`src/rtl/password_lock_controller.sv`:
```
// Four-digit password lock: checks entered codes against an external 4x4 store,
// supports password change while open, and locks out after repeated failures.
module password_lock_controller #(
  parameter int MAX_FAILS      = 3,
  parameter int LOCKOUT_CYCLES = 1000
) (
  input  logic       CLK,
  input  logic       RST,
  input  logic       digit_valid,
  input  logic [3:0] digit,
  input  logic       relock,
  output logic [1:0] store_address,
  output logic       store_write,
  output logic [3:0] store_wdata,
  input  logic [3:0] store_rdata,
  output logic       digit_ready,
  output logic       unlocked,
  output logic       set_done,
  output logic       error,
  output logic       locked_out
);

  typedef enum logic [2:0] {
    INIT,
    IDLE,
    CHECK,
    OPEN,
    SET,
    LOCKOUT
  } state_t;

  localparam logic [3:0]  MAX_FAILS_L = 4'(MAX_FAILS);
  localparam logic [15:0] LOCK_LOAD   = 16'(LOCKOUT_CYCLES - 1);

  state_t      state;
  logic [1:0]  idx;
  logic [3:0]  fail_count;
  logic        mismatch;
  logic [15:0] lock_cnt;

  logic        accept;
  logic        code_bad;
  logic [3:0]  fail_inc;

  assign accept   = digit_valid & digit_ready;
  assign code_bad = mismatch | (digit != store_rdata);
  assign fail_inc = fail_count + 4'd1;

  // NOTE: every output gets a default before the case so no path leaves a latch.
  always_comb begin
    store_address = idx;
    store_write   = 1'b0;
    store_wdata   = 4'd0;
    digit_ready   = 1'b0;
    unlocked      = 1'b0;
    locked_out    = 1'b0;
    case (state)
      INIT: begin
        store_write = 1'b1;
      end
      IDLE, CHECK: begin
        digit_ready = 1'b1;
      end
      OPEN: begin
        digit_ready = 1'b1;
        unlocked    = 1'b1;
        // relock has priority over a new-password digit in the same cycle
        if (digit_valid && !relock) begin
          store_write = 1'b1;
          store_wdata = digit;
        end
      end
      SET: begin
        digit_ready = 1'b1;
        if (digit_valid) begin
          store_write = 1'b1;
          store_wdata = digit;
        end
      end
      LOCKOUT: begin
        locked_out = 1'b1;
      end
      default: begin
        store_write = 1'b0;
      end
    endcase
  end

  // NOTE: all state updates use non-blocking assignments so every branch sees
  // the pre-edge values of state, idx and the counters.
  always_ff @(posedge CLK or posedge RST) begin
    if (RST) begin
      state      <= INIT;
      idx        <= 2'd0;
      fail_count <= 4'd0;
      mismatch   <= 1'b0;
      lock_cnt   <= 16'd0;
      error      <= 1'b0;
      set_done   <= 1'b0;
    end else begin
      error    <= 1'b0;
      set_done <= 1'b0;
      case (state)
        INIT: begin
          if (idx == 2'd3) begin
            state <= IDLE;
            idx   <= 2'd0;
          end else begin
            idx <= idx + 2'd1;
          end
        end
        IDLE, CHECK: begin
          if (accept) begin
            if (idx == 2'd3) begin
              idx      <= 2'd0;
              mismatch <= 1'b0;
              if (!code_bad) begin
                state      <= OPEN;
                fail_count <= 4'd0;
              end else if (fail_inc == MAX_FAILS_L) begin
                state      <= LOCKOUT;
                fail_count <= 4'd0;
                lock_cnt   <= LOCK_LOAD;
              end else begin
                state      <= IDLE;
                fail_count <= fail_inc;
                error      <= 1'b1;
              end
            end else begin
              state    <= CHECK;
              mismatch <= code_bad;
              idx      <= idx + 2'd1;
            end
          end
        end
        OPEN: begin
          if (relock) begin
            state <= IDLE;
            idx   <= 2'd0;
          end else if (digit_valid) begin
            state <= SET;
            idx   <= 2'd1;
          end
        end
        SET: begin
          if (digit_valid) begin
            if (idx == 2'd3) begin
              state    <= OPEN;
              idx      <= 2'd0;
              set_done <= 1'b1;
            end else begin
              idx <= idx + 2'd1;
            end
          end
        end
        LOCKOUT: begin
          if (lock_cnt == 16'd0) begin
            state <= IDLE;
            idx   <= 2'd0;
          end else begin
            lock_cnt <= lock_cnt - 16'd1;
          end
        end
        default: begin
          state <= INIT;
          idx   <= 2'd0;
        end
      endcase
    end
  end

endmodule
```
`config.mk`:
```
export PLATFORM = sky130hd
export DESIGN_NAME = password_lock_controller
export DESIGN_NICKNAME = d
export VERILOG_FILES = /design/src/rtl/password_lock_controller.sv
export SDC_FILE = /design/constraint.sdc
export NUM_CORES = 1
export LEC_CHECK = 0
export BUFFER_PORTS_ARGS = -buffer_cell sky130_fd_sc_hd__buf_2
export CAP_MARGIN = 25
export CORE_ASPECT_RATIO = 1.1
export CORE_MARGIN = 3
export CORE_UTILIZATION = 52
export CTS_CLUSTER_SIZE = 14
export DETAILED_ROUTE_END_ITERATION = 8
export PLACE_DENSITY = 0.82
export SLEW_MARGIN = 30
export SYNTH_ARGS = -nofsm -noshare
export SYNTH_HDL_FRONTEND = slang
export SYNTH_SLANG_ARGS = --single-unit
```
`constraint.sdc`:
```
create_clock -name CLK -period 1.83 [get_ports CLK]
set_input_delay 0.183 -clock CLK [delete_from_list [all_inputs] [get_ports CLK]]
set_output_delay 0.183 -clock CLK [all_outputs]
set_load 0.02 [all_outputs]
```
-- After elaboration in Yosys (flattened, before gate mapping)
Cells that the tools add are included.
- mux-type cells: 44
- equal/unequal tests: 18
- add/subtract/negate cells: 3
- bitwise operators: 2
- reductions and logical operators: 12
- operators with widths (kind ; count):
    $mux W16 ; 5
    $pmux W16 S2 ; 1
    $mux W3 ; 10
    $ne A2 B2 Y1 const B ; 9
    $logic_not A16 Y1 ; 1
    $mux W4 ; 4
    $sub A16 B1 Y16 const B ; 1
    $pmux W3 S5 ; 1
    $mux W1 ; 14
    $mux W2 ; 6
    $reduce_and A6 Y1 ; 2
    $pmux W2 S5 ; 1
    $pmux W4 S2 ; 1
    $eq A3 B2 Y1 const B ; 2
    $eq A3 B3 Y1 const B ; 2
    $add A4 B1 Y4 const B ; 1
    $eq A4 B2 Y1 const B ; 1
    $ne A4 B4 Y1 ; 1
    $reduce_and A4 Y1 ; 1
    $reduce_or A4 Y1 ; 1
    $eq A3 B1 Y1 const B ; 1
    $logic_not A3 Y1 ; 1
    $ne A3 B3 Y1 const B ; 1
    $pmux W1 S3 ; 1
    other kinds (10) ; 10
- register bits after elaboration: 28
- input port bits: 12

-- Longest topological paths before layout
Gate-level depths: netlist of run 1.
- depth after elaboration: 7
- mapped depth: 8
- depth with buffers taken out: 7

-- Least setup slack after synthesis of run 1
No wires, ideal clock.
- path kind: register to register
- from: register idx[0], in the netlist store_address[0]
- to: register lock_cnt[11]
- period minus slack after synthesis: 2.062 ns
- setup slack: -0.232 ns
- library setup time: 0.126 ns
- arrival time: 1.936 ns
- path buffers: 1
- stages on the path, launching flop included: 8
- path through: dfrtp_1 > ha_1 > clkbuf_1 > and2_1 > and3_1 > o21a_1 > nand2_1 > a311o_1
- longest elaborated chain between the ends: 3
- RTL lines (element ; RTL line ; source):
    start, declared ; 36 ; logic [1:0] idx;
    start signal, assigned ; 109 ; idx <= idx + 2'd1;
    start signal, assigned ; 132 ; idx <= idx + 2'd1;
    start signal, assigned ; 152 ; idx <= idx + 2'd1;
    $eq A2 B2 Y1 ; 114 ; if (idx == 2'd3) begin
    $ne A2 B2 Y1 (no source line) ; -- ;
    $reduce_and A6 Y1 (no source line) ; -- ;
    end signal, assigned ; 161 ; lock_cnt <= lock_cnt - 16'd1;
    end, declared ; 39 ; logic [15:0] lock_cnt;
Every way passes these cells.
A chain may end at the register's enable or synchronous reset.

-- Final worst setup path of run 1
- from: register lock_cnt[0]
- to: register lock_cnt[6]
- longest elaborated chain between the ends: 3
- RTL lines (element ; RTL line):
    $sub A16 B1 Y16 or $logic_not A16 Y1 (tied branches) ; 161, 157
    $mux W16 or $ne A2 B2 Y1 (tied branches) ; --
    $pmux W16 S2 or $reduce_and A6 Y1 (tied branches) ; --
Several ways; a longest one is shown, not always the timed one. The select of a mux whose other input is x is not followed.

==> metrics.cfg, run 1 <==
[yosys]
yosys.area.top_type_share_pct=37.18
synth.yosys.seq_area_share_pct=37.18
synth.avg_cell_area_um2=8.764
complex_gate_fraction_of_the_synthesized_area_pct=23.37
synth_enable_flop_cells=0
synth.most_common_cell=dfrtp_1
post_synthesis_instance_area_mm2=0.001884
synth_seq_cells=28
synth_xor_xnor_area_share_pct=1.859
synth_simple_gate_area_share_pct=28.55
postSynthNetCount=232
synthDistinctLibCells=55
post_synth_most_frequent_cells=dfrtp_1 (28), nand2_1 (19), nor2_1 (16)
arithmetic_cell_share_of_the_synthesized_area_counting_full_adders_half_adders_and_majority_gates_pct=3.851
yosys-mux-area-fraction_pct=0
synth_largest_area_cell=dfrtp_1
async_reset_ff_share_pct=100.0
synth.area.top_cells=dfrtp_1 (37%), nand2_1 (3.8%), and2_1 (3.3%)
post_synth_inst_count=215
synth_top_family_by_area=simple AND/OR/NAND/NOR gates
synth-warning-count=0
synth_flop_cell=dfrtp_1

[setup_path]
critical-path-max-stage-delay_ps=440
cp-end-kind=flip-flop
crit_path_max_fanout=4
worst-endpoint-arrival_ps=2440
path_buf_inv=2
required_ps=2140
cp_cell_sequence=inv_2 > buf_4 > ha_4 > or3b_4 > nor3_4 > nor3_1 > a31oi_1 > o31a_1
critical_path.startpoint_type=flip-flop
cpMaxStageDelayCell=dfrtp_1
path_delay_family=simple AND/OR/NAND/NOR gates
setup_cp_type=flip-flop to flip-flop

[power]
total_switching_power_w=0.001692
power.static_leakage_nw=1.417
pwr-share-seq_pct=27.9
power.share.clock_pct=10.4
p_total_w=0.003573
vdd.ir_drop.worst_mv=1.051
power.switching_fraction_pct=47.37
combinationalPowerShare_pct=61.7
cellPowerDensity_mw_per_mm2=1139
p_int_w=0.001880

[run_status]
failed_checks=setup timing
outcome=complete, but fails checks

[floorplan]
pin_count=24
initial_utilization_pct=55.21
die_w_um=63.40
core_region_area_mm2=0.003413
num_rows=22
chipHeight_um=69.14
dieArea_mm2=0.004383

[global_routing]
via_count_of_the_first_global_routing_pass=2292
gr-usage-all-layers_pct=31.58
pin_count_of_the_biggest_net_entering_global_routing=18
grt_first_pass_wirelength_um=10940
grt_overflow_total=0
antenna_found_initial=0

[timing]
unrepaired_setup_endpoints_after_global_routing=true
finClkSkew_ps=6.534
timing.final.max_slew_violations=0
worst_pin_slew_ps=680.2
slew_headroom_pct=54.60
postLayoutSetupSlackWorst_ps=-306.8
finalCriticalPeriod_ps=2137
max_freq_ghz=0.4680
timing.final.hold_violations=0
timing.final.crit_share_pct=116.8
timing.final.setup_violations=26

[place]
dp_hpwl_um=3809
placement.io_buffers=23
gp_congestion=0.8794

[finish]
count_of_antenna_diodes_in_the_layout=0
final_core_util_pct=91.90
final_nets=336
area.growth.synth_to_final_pct=66.47
drive_above_1_share_pct=55.35

[detailed_routing]
wl_per_cell_um=27.42
post-route-drc-count=0
drt_first_iter_violations=453
route.vias.total=2670
drt_pre_antenna_iters=9
vias_per_cell=7.295
detail-route-antenna-nets=0
detail_route.wirelength_um=10040

[clock_tree]
tritoncts_num_sinks=28
max-clock-path-buffers=2
cts_tree=yes
number_of_buffers_inserted_during_clock_tree_synthesis=3
clkTransAtPathRegs_ps=200
clock_tree.htree_level_count=1
cts-root-buf=clkbuf_4
worstSkewPairLatency_ps=380

[min_path]
min_path_type=primary input to flip-flop

[job]
cap_violations=0

-- final timing paths --
| path | start | end | slack (ps) | cells past startpoint |
|---|---|---|---|---|
| max in group asynchronous | RST | lock_cnt[1] | 780 | 4 |
| max reg2reg | lock_cnt[0] | lock_cnt[6] | -310 | 8 |
| max | lock_cnt[0] | lock_cnt[6] | -310 | 8 |
| min reg2reg | store_address[1] | store_address[1] | 560 | 2 |
| min | digit_valid | state[1] | 60 | 2 |
| min in group asynchronous | RST | lock_cnt[9] | 460 | 3 |
-- worst reg2reg max path, cell delays in order, from the launching register on --
cell     delay (ps)
dfrtp_1         440
inv_2            90
buf_4           160
ha_4            170
or3b_4          430
nor3_4          180
nor3_1           90
a31oi_1         230
o31a_1          280
-- metal layers --
| metal | track usage (%) | wire length (um) |
|---|---|---|
| met3 | 5.212 | 1217 |
| met2 | 51.16 | 4423 |
| met4 | 21.58 | 1092 |
| met5 | 0 | 0 |
| met1 | 37.85 | 3303 |
-- cell usage in the layout, fill, tap and decap left out, types with 3 or more instances in the layout --
master and count:
or3_1 3, o21ai_2 3, o21ai_1 4, and2_1 4
nand3_1 5, a31o_1 4, nor3_2 3, nor4_4 3
nand2_2 3, buf_4 67, xnor2_1 3, clkbuf_4 3
nor2_1 11, o31ai_1 4, nand4_1 4, a21o_1 3
nor3_1 4, nand2_1 15, and2_4 6, a21oi_1 6
nor2_4 3, inv_2 5, buf_6 18, dfrtp_1 26
nor3_4 3, inv_1 7, a21oi_2 4, buf_2 17
o21ai_0 6
-- layout make-up --
class                      instances  area (um2)
clock buffer                       4       36.28
tap                               48       60.06
sequential                        28       703.2
multi-input combinational        167        1425
inverter                          13       61.31
timing repair buffer             106       850.8
fill                             131       276.5
-- power groups by stage --
stage	sequential (W)	combinational (W)	clock, W
after global placement	0.000943	0.00141	0
after global routing	0.00100	0.00231	0.000369
after CTS	0.000946	0.00167	0.000318
after floorplan	0.00101	0.000817	0
after detailed placement	0.000949	0.00147	0
final	0.000996	0.00220	0.000373
-- stage by stage --
stage | setup TNS [ps] | cells | instance area (um2) | setup WS [ps] | hold WS (ps)
floorplan | -32.78 | 215 | 1916 | -30.32 | 248.3
global placement | -1818 | 330 | 2427 | -202.3 | 303.2
detailed placement | -2452 | 330 | 2427 | -253.2 | 296.0
CTS | -275.5 | 346 | 2724 | -71.00 | 84.85
global route | -5187 | 366 | 3137 | -340.6 | 81.30
finish | -3810 | 366 | 3137 | -306.8 | 64.52
-- what timing repair did --
action                                 CTS  global route
pin swaps                               17            28
resized for setup                       46            55
setup endpoints to repair               26            27
setup buffers                           11            21
hold buffers                             1             0
endpoints found under the hold margin   15             0
-- cell families after synthesis --
kind of cell | after synthesis
simple gates | 95
flops | 28
buf+inv | 20
xor+xnor | 4
compound gates | 62
fa+ha+maj | 6
-- flip-flops by register name, summed over array words and instances (netlist names) --
register,cells
fail_count,4
mismatch,1
set_done,1
error,1
store_address,2
lock_cnt,16
state,3
(Power assumes the default switching activity.)
==> run 2: changes to the inputs <==
--- a/config.mk
+++ b/config.mk
@@ -7,12 +7,14 @@
 export LEC_CHECK = 0
 export BUFFER_PORTS_ARGS = -buffer_cell sky130_fd_sc_hd__buf_2
 export CAP_MARGIN = 25
-export CORE_ASPECT_RATIO = 1.1
+export CORE_ASPECT_RATIO = 0.8
 export CORE_MARGIN = 3
 export CORE_UTILIZATION = 52
 export CTS_CLUSTER_SIZE = 14
 export DETAILED_ROUTE_END_ITERATION = 8
 export PLACE_DENSITY = 0.82
+export REMOVE_ABC_BUFFERS = 1
+export SKIP_LAST_GASP = 1
 export SLEW_MARGIN = 30
 export SYNTH_ARGS = -nofsm -noshare
 export SYNTH_HDL_FRONTEND = slang
==> metrics.cfg, run 2 (synthesis gave the netlist of run 1 again) <==
[detailed_routing]
drt_first_iter_violations=298  ; -34%
detail-route-antenna-nets=0  ; unchanged
detail_route.wirelength_um=6454  ; -36%
drt_pre_antenna_iters=4  ; -5
wl_per_cell_um=18.55  ; -32%
post-route-drc-count=0  ; unchanged
route.vias.total=2182  ; -18%
vias_per_cell=6.270  ; -14%

[clock_tree]
number_of_buffers_inserted_during_clock_tree_synthesis=3  ; unchanged
max-clock-path-buffers=2  ; unchanged
cts_tree=yes
tritoncts_num_sinks=28  ; unchanged
cts-root-buf=clkbuf_8
clkTransAtPathRegs_ps=100  ; -100 ps
clock_tree.htree_level_count=1  ; unchanged
worstSkewPairLatency_ps=280  ; -100 ps

[global_routing]
antenna_found_initial=0  ; unchanged
gr-usage-all-layers_pct=26.01  ; -5.6 points
pin_count_of_the_biggest_net_entering_global_routing=29  ; +11
grt_overflow_total=0  ; unchanged
via_count_of_the_first_global_routing_pass=1875  ; -18%
grt_first_pass_wirelength_um=8852  ; -19%

[finish]
count_of_antenna_diodes_in_the_layout=0  ; unchanged
drive_above_1_share_pct=44.81  ; -11 points
layout.cells.most_common=buf_4
area.growth.synth_to_final_pct=50.86
final_core_util_pct=87.05  ; -4.8 points
max_ffs_per_register=16  ; unchanged
final_nets=326  ; -3.0%
most-common-layout-cells=buf_4 (70), dfrtp_1 (28), buf_2 (20)
regMostFlops=lock_cnt
largestRegisters=lock_cnt (16), fail_count (4), state (3)

[timing]
finalSetupTns_ps=-449.1  ; +3361 ps
slew_headroom_pct=69.22  ; +15 points
unrepaired_setup_endpoints_after_global_routing=true
timing.final.setup_violations=13  ; -50%
timing.final.hold_violations=0  ; unchanged
finClkSkew_ps=4.947  ; -1.587 ps
fin_worst_hold_slack_ps=210.4  ; +145.9 ps
timing.final.max_slew_violations=0  ; unchanged
postLayoutSetupSlackWorst_ps=-80.88  ; +226.0 ps
max_freq_ghz=0.5233  ; +12%
timing.final.crit_share_pct=104.4  ; -12 points
worst_pin_slew_ps=458.9  ; -221.3 ps
finalCriticalPeriod_ps=1911  ; -226.0 ps

[floorplan]
pin_count=24  ; unchanged
num_rows=18  ; -18%
core_region_area_mm2=0.003266  ; -4.3%
chipHeight_um=59.84  ; -13%
dieArea_mm2=0.004386  ; about the same
die_w_um=73.30  ; +16%
initial_utilization_pct=57.70  ; +2.5 points

[setup_path]
crit_end=lock_cnt[12]
setup.reg_to_reg.worst_slack_ps=-80  ; +230 ps
cpMaxStageDelayCell=or4_1
reg2reg_depth=7  ; -1
cp-end-kind=flip-flop
path_delay_family=simple AND/OR/NAND/NOR gates
cp_num_cells=7  ; -1
worst-endpoint-arrival_ps=2090  ; -350 ps
crit_start=state[2]
crit_path_max_fanout=4  ; unchanged
critical-path-max-stage-delay_ps=500  ; +60 ps
cp_cell_sequence=inv_1 > or3_4 > buf_8 > clkinv_8 > nand2_4 > or4_1 > a31o_1
path_buf_inv=3  ; +1
worst_r2r_startpoint=state[2]
required_ps=2010  ; -130 ps
setup_cp_type=flip-flop to flip-flop
crit-reg2reg-capture=lock_cnt[12]
critical_path.startpoint_type=flip-flop

[power]
power.share.clock_pct=15.1  ; +4.7 points
vdd.ir_drop.worst_mv=1.186  ; +13%
pwr-share-seq_pct=27.9  ; about the same
total_switching_power_w=0.001361  ; -20%
combinationalPowerShare_pct=57.0  ; -4.7 points
power.switching_fraction_pct=40.71  ; -6.7 points
p_int_w=0.001982  ; +5.4%
power.static_leakage_nw=1.309  ; -7.6%
cellPowerDensity_mw_per_mm2=1176  ; +3.3%

[min_path]
min_path_type=primary input to flip-flop

[place]
placement.io_buffers=23  ; unchanged
dp_hpwl_um=3870  ; +1.6%
gp_congestion=0.9366  ; +6.5%

[job]
cap_violations=0  ; unchanged

[run_status]
outcome=complete, but fails checks
failed_checks=setup timing

run 2: changes by cell type in the layout (fill, tap and decap cells not counted), sizes merged:
cell | previous run | this run
buf | 105 | 95
bufinv | 0 | 1
clkbuf | 4 | 3
run 2: power by group through the flow:
stage / clock network (W) / registers (W) / logic [W]
6_report: 0.000506 / 0.000931 / 0.00191
3_5_place_dp: 0 / 0.000928 / 0.00150
4_1_cts: 0.000507 / 0.000922 / 0.00155
5_1_grt: 0.000532 / 0.000951 / 0.00204
3_3_place_gp: 0 / 0.000917 / 0.00147
2_1_floorplan: 0 / 0.00104 / 0.000729
run 2: worst min-delay path by stage:
stage	slack, ps	depth (start not counted)	startpoint	end
2_1_floorplan	250	1	RST	error
3_3_place_gp	260	3	RST	lock_cnt[9]
3_5_place_dp	270	3	RST	lock_cnt[5]
4_1_cts	180	2	digit_valid	state[1]
5_1_grt	210	2	digit_valid	state[1]
6_report	210	2	digit_valid	state[1]
run 2: per-layer routing:
| layer | up-vias | wire length [um] | track usage, % |
|---|---|---|---|
| li1 | 988 | - | - |
| met2 | 127 | 3091 | 42.80 |
| met1 | 1047 | 2692 | 36.28 |
| met5 | - | 0 | 0 |
| met3 | 20 | 532 | 5.210 |
| met4 | 0 | 137 | 4.134 |
run 2: metrics by stage:
| stage | total power [W] | cell area, um2 | instances | worst slack [ps] |
|---|---|---|---|---|
| after floorplan | 0.001772 | 1848 | 208 | -340.1 |
| after global placement | 0.002384 | 2419 | 325 | -241.0 |
| after detailed placement | 0.002433 | 2419 | 325 | -319.8 |
| after CTS | 0.002983 | 2572 | 332 | -93.69 |
| after global routing | 0.003526 | 2843 | 348 | -159.9 |
| final | 0.003344 | 2843 | 348 | -80.88 |
run 2: timing repair:
action / in CTS / in global routing
hold buffers: 1 / 0
setup endpoints to repair: 26 / 27
pin swaps: 2 / 17
hold endpoints to repair: 28 / 0
gates resized for setup: 13 / 39
buffers inserted: 2 / 16
run 2: final cells by class:
cell class | count | area, um2
clock inverters | 1 | 30.03
inverters | 13 | 63.81
multi-input cells | 167 | 1261
well taps | 40 | 50.05
clock buffers | 3 | 41.29
repair buffers | 96 | 695.7
flip-flops and latches | 28 | 700.7
fillers | 160 | 422.9
==> run 3: changes to the inputs <==
--- a/config.mk
+++ b/config.mk
@@ -12,6 +12,7 @@
 export CORE_UTILIZATION = 52
 export CTS_CLUSTER_SIZE = 14
 export DETAILED_ROUTE_END_ITERATION = 8
+export MAX_ROUTING_LAYER = met4
 export PLACE_DENSITY = 0.82
 export REMOVE_ABC_BUFFERS = 1
 export SKIP_LAST_GASP = 1
==> metrics.cfg, run 3 (synthesis gave the netlist of run 1 again) <==
[timing]
timing.final.setup_violations=11  ; -2
unrepaired_setup_endpoints_after_global_routing=true
fin_worst_hold_slack_ps=196.4  ; -14.02 ps
timing.final.hold_violations=0  ; unchanged
max_freq_ghz=0.5277  ; +0.84%
slew_headroom_pct=74.12  ; +4.9 points
worst_pin_slew_ps=388.2  ; -70.74 ps
postLayoutSetupSlackWorst_ps=-64.97  ; +15.91 ps
timing.final.max_slew_violations=0  ; unchanged
timing.final.crit_share_pct=103.6  ; -0.87 points
finalCriticalPeriod_ps=1895  ; -15.91 ps
finClkSkew_ps=3.097  ; -1.850 ps

[finish]
number_of_standard_cells_in_the_layout_taps_in_and_fillers_out=348  ; unchanged
drive_above_1_share_pct=50.32  ; +5.5 points
max_ffs_per_register=16  ; unchanged
regMostFlops=lock_cnt
most-common-layout-cells=buf_4 (65), dfrtp_1 (28), buf_2 (20)
largestRegisters=lock_cnt (16), fail_count (4), state (3)
layout.cells.most_common=buf_4
final_nets=326  ; unchanged
area.growth.synth_to_final_pct=56.84
final_core_util_pct=90.50  ; +3.4 points
count_of_antenna_diodes_in_the_layout=0  ; unchanged

[run_status]
failed_checks=setup timing
outcome=complete, but fails checks

[global_routing]
pin_count_of_the_biggest_net_entering_global_routing=29  ; unchanged
antenna_found_initial=0  ; unchanged
gr-usage-all-layers_pct=28.06  ; +2.0 points
grt_overflow_total=0  ; unchanged
grt_first_pass_wirelength_um=9149  ; +3.4%
via_count_of_the_first_global_routing_pass=1911  ; +1.9%

[clock_tree]
max-clock-path-buffers=2  ; unchanged
clock_tree.htree_level_count=1  ; unchanged
cts-root-buf=clkbuf_8
clkTransAtPathRegs_ps=100  ; about the same
tritoncts_num_sinks=28  ; unchanged
worstSkewPairLatency_ps=280  ; about the same
cts_tree=yes
number_of_buffers_inserted_during_clock_tree_synthesis=3  ; unchanged

[setup_path]
cp_cell_sequence=inv_2 > buf_6 > ha_4 > nor3b_4 > nand2_2 > or4_1 > a31o_1
crit-reg2reg-capture=lock_cnt[12]
cp-end-kind=flip-flop
setup_cp_type=flip-flop to flip-flop
setup.reg_to_reg.worst_slack_ps=-60  ; +20 ps
worst-endpoint-arrival_ps=2080  ; about the same
critical_path.startpoint_type=flip-flop
critical-path-max-stage-delay_ps=470  ; -30 ps
crit_path_max_fanout=3  ; -1
reg2reg_depth=7  ; unchanged
cpMaxStageDelayCell=or4_1
required_ps=2010  ; about the same
worst_r2r_startpoint=lock_cnt[0]

[detailed_routing]
detail-route-antenna-nets=0  ; unchanged
post-route-drc-count=0  ; unchanged
detail_route.wirelength_um=7192  ; +11%
vias_per_cell=6.555  ; +4.5%
wl_per_cell_um=20.67  ; +11%
route.vias.total=2281  ; +4.5%
drt_pre_antenna_iters=5  ; +1
drt_first_iter_violations=291  ; -2.3%

[power]
p_total_w=0.003453  ; +3.3%
vdd.ir_drop.worst_mv=0.9699  ; -18%
power.static_leakage_nw=1.335  ; +1.9%
cellPowerDensity_mw_per_mm2=1168  ; -0.67%

[place]
inst_count_dp=327  ; +0.62%
placement.io_buffers=23  ; unchanged
gp_congestion=0.9828  ; +4.9%
dp_hpwl_um=3925  ; +1.4%

[floorplan]
dieArea_mm2=0.004386  ; unchanged
pin_count=24  ; unchanged
num_rows=18  ; unchanged
core_region_area_mm2=0.003266  ; unchanged
chipHeight_um=59.84  ; unchanged
initial_utilization_pct=57.70  ; unchanged
die_w_um=73.30  ; unchanged

[min_path]
depth_of_the_worst_hold_timing_path=2  ; unchanged
min_path_type=primary input to flip-flop
hold-path-endpoint=state[1]
hold_path_startpoint=digit_valid

[job]
cap_violations=0  ; unchanged

==> run 3: critical path: cells and delay by family, from the launching register on <==
family	cells	cell delay [ps]
adder cells (fa/ha/maj)	1	150
flip-flops	1	410
buffers and inverters	2	240
AND/OR/NAND/NOR	3	800
AO/OA/AOI/OAI	1	180
==> run 3: power by group <==
part | internal [W] | switching (W)
logic | 0.000899 | 0.00110
registers | 0.000788 | 0.000163
clock network | 0.000294 | 0.000213
==> run 3: what timing repair did <==
action                                 in CTS  in global routing
setup endpoints to repair                  27                 27
buffers inserted                            8                  8
hold buffers                                1                  0
cloned                                      0                  2
endpoints found under the hold margin      28                  0
resized for setup                          29                 50
pin swaps                                   7                 11
==> run 3: stage by stage <==
step | instance area, um2 | TNS, ps | setup slack, ps
final | 2955 | -373.6 | -64.97
after global routing | 2955 | -1391 | -135.5
after global placement | 2434 | -3073 | -241.5
after floorplan | 1848 | -3924 | -340.1
after CTS | 2680 | -10.85 | -10.85
after detailed placement | 2434 | -4561 | -335.6
==> run 3: metal layers <==
metal,global-route usage [%],vias to the layer above,wire length (um)
li1,-,988,-
met1,37.76,1090,2723
met2,44.59,167,3451
met3,3.866,36,691
met4,7.752,0,326
met5,-,-,0
==> run 3: area by class of cell <==
type / count / area, um2
clock buffers: 3 / 41.29
clock inverters: 1 / 30.03
fillers: 132 / 310.3
inverters: 13 / 61.31
multi-input cells: 167 / 1358
flip-flops and latches: 28 / 700.7
well taps: 40 / 50.05
repair buffers: 96 / 714.4
==> run 3: worst max path at each step <==
stage                start      endpoint  depth (start not counted)
2_1_floorplan     state[0]   lock_cnt[2]                          5
3_3_place_gp   lock_cnt[0]   lock_cnt[2]                          8
3_5_place_dp   lock_cnt[0]   lock_cnt[2]                          8
4_1_cts        lock_cnt[0]  lock_cnt[12]                          8
5_1_grt        lock_cnt[0]  lock_cnt[14]                          9
6_report       lock_cnt[0]  lock_cnt[12]                          7
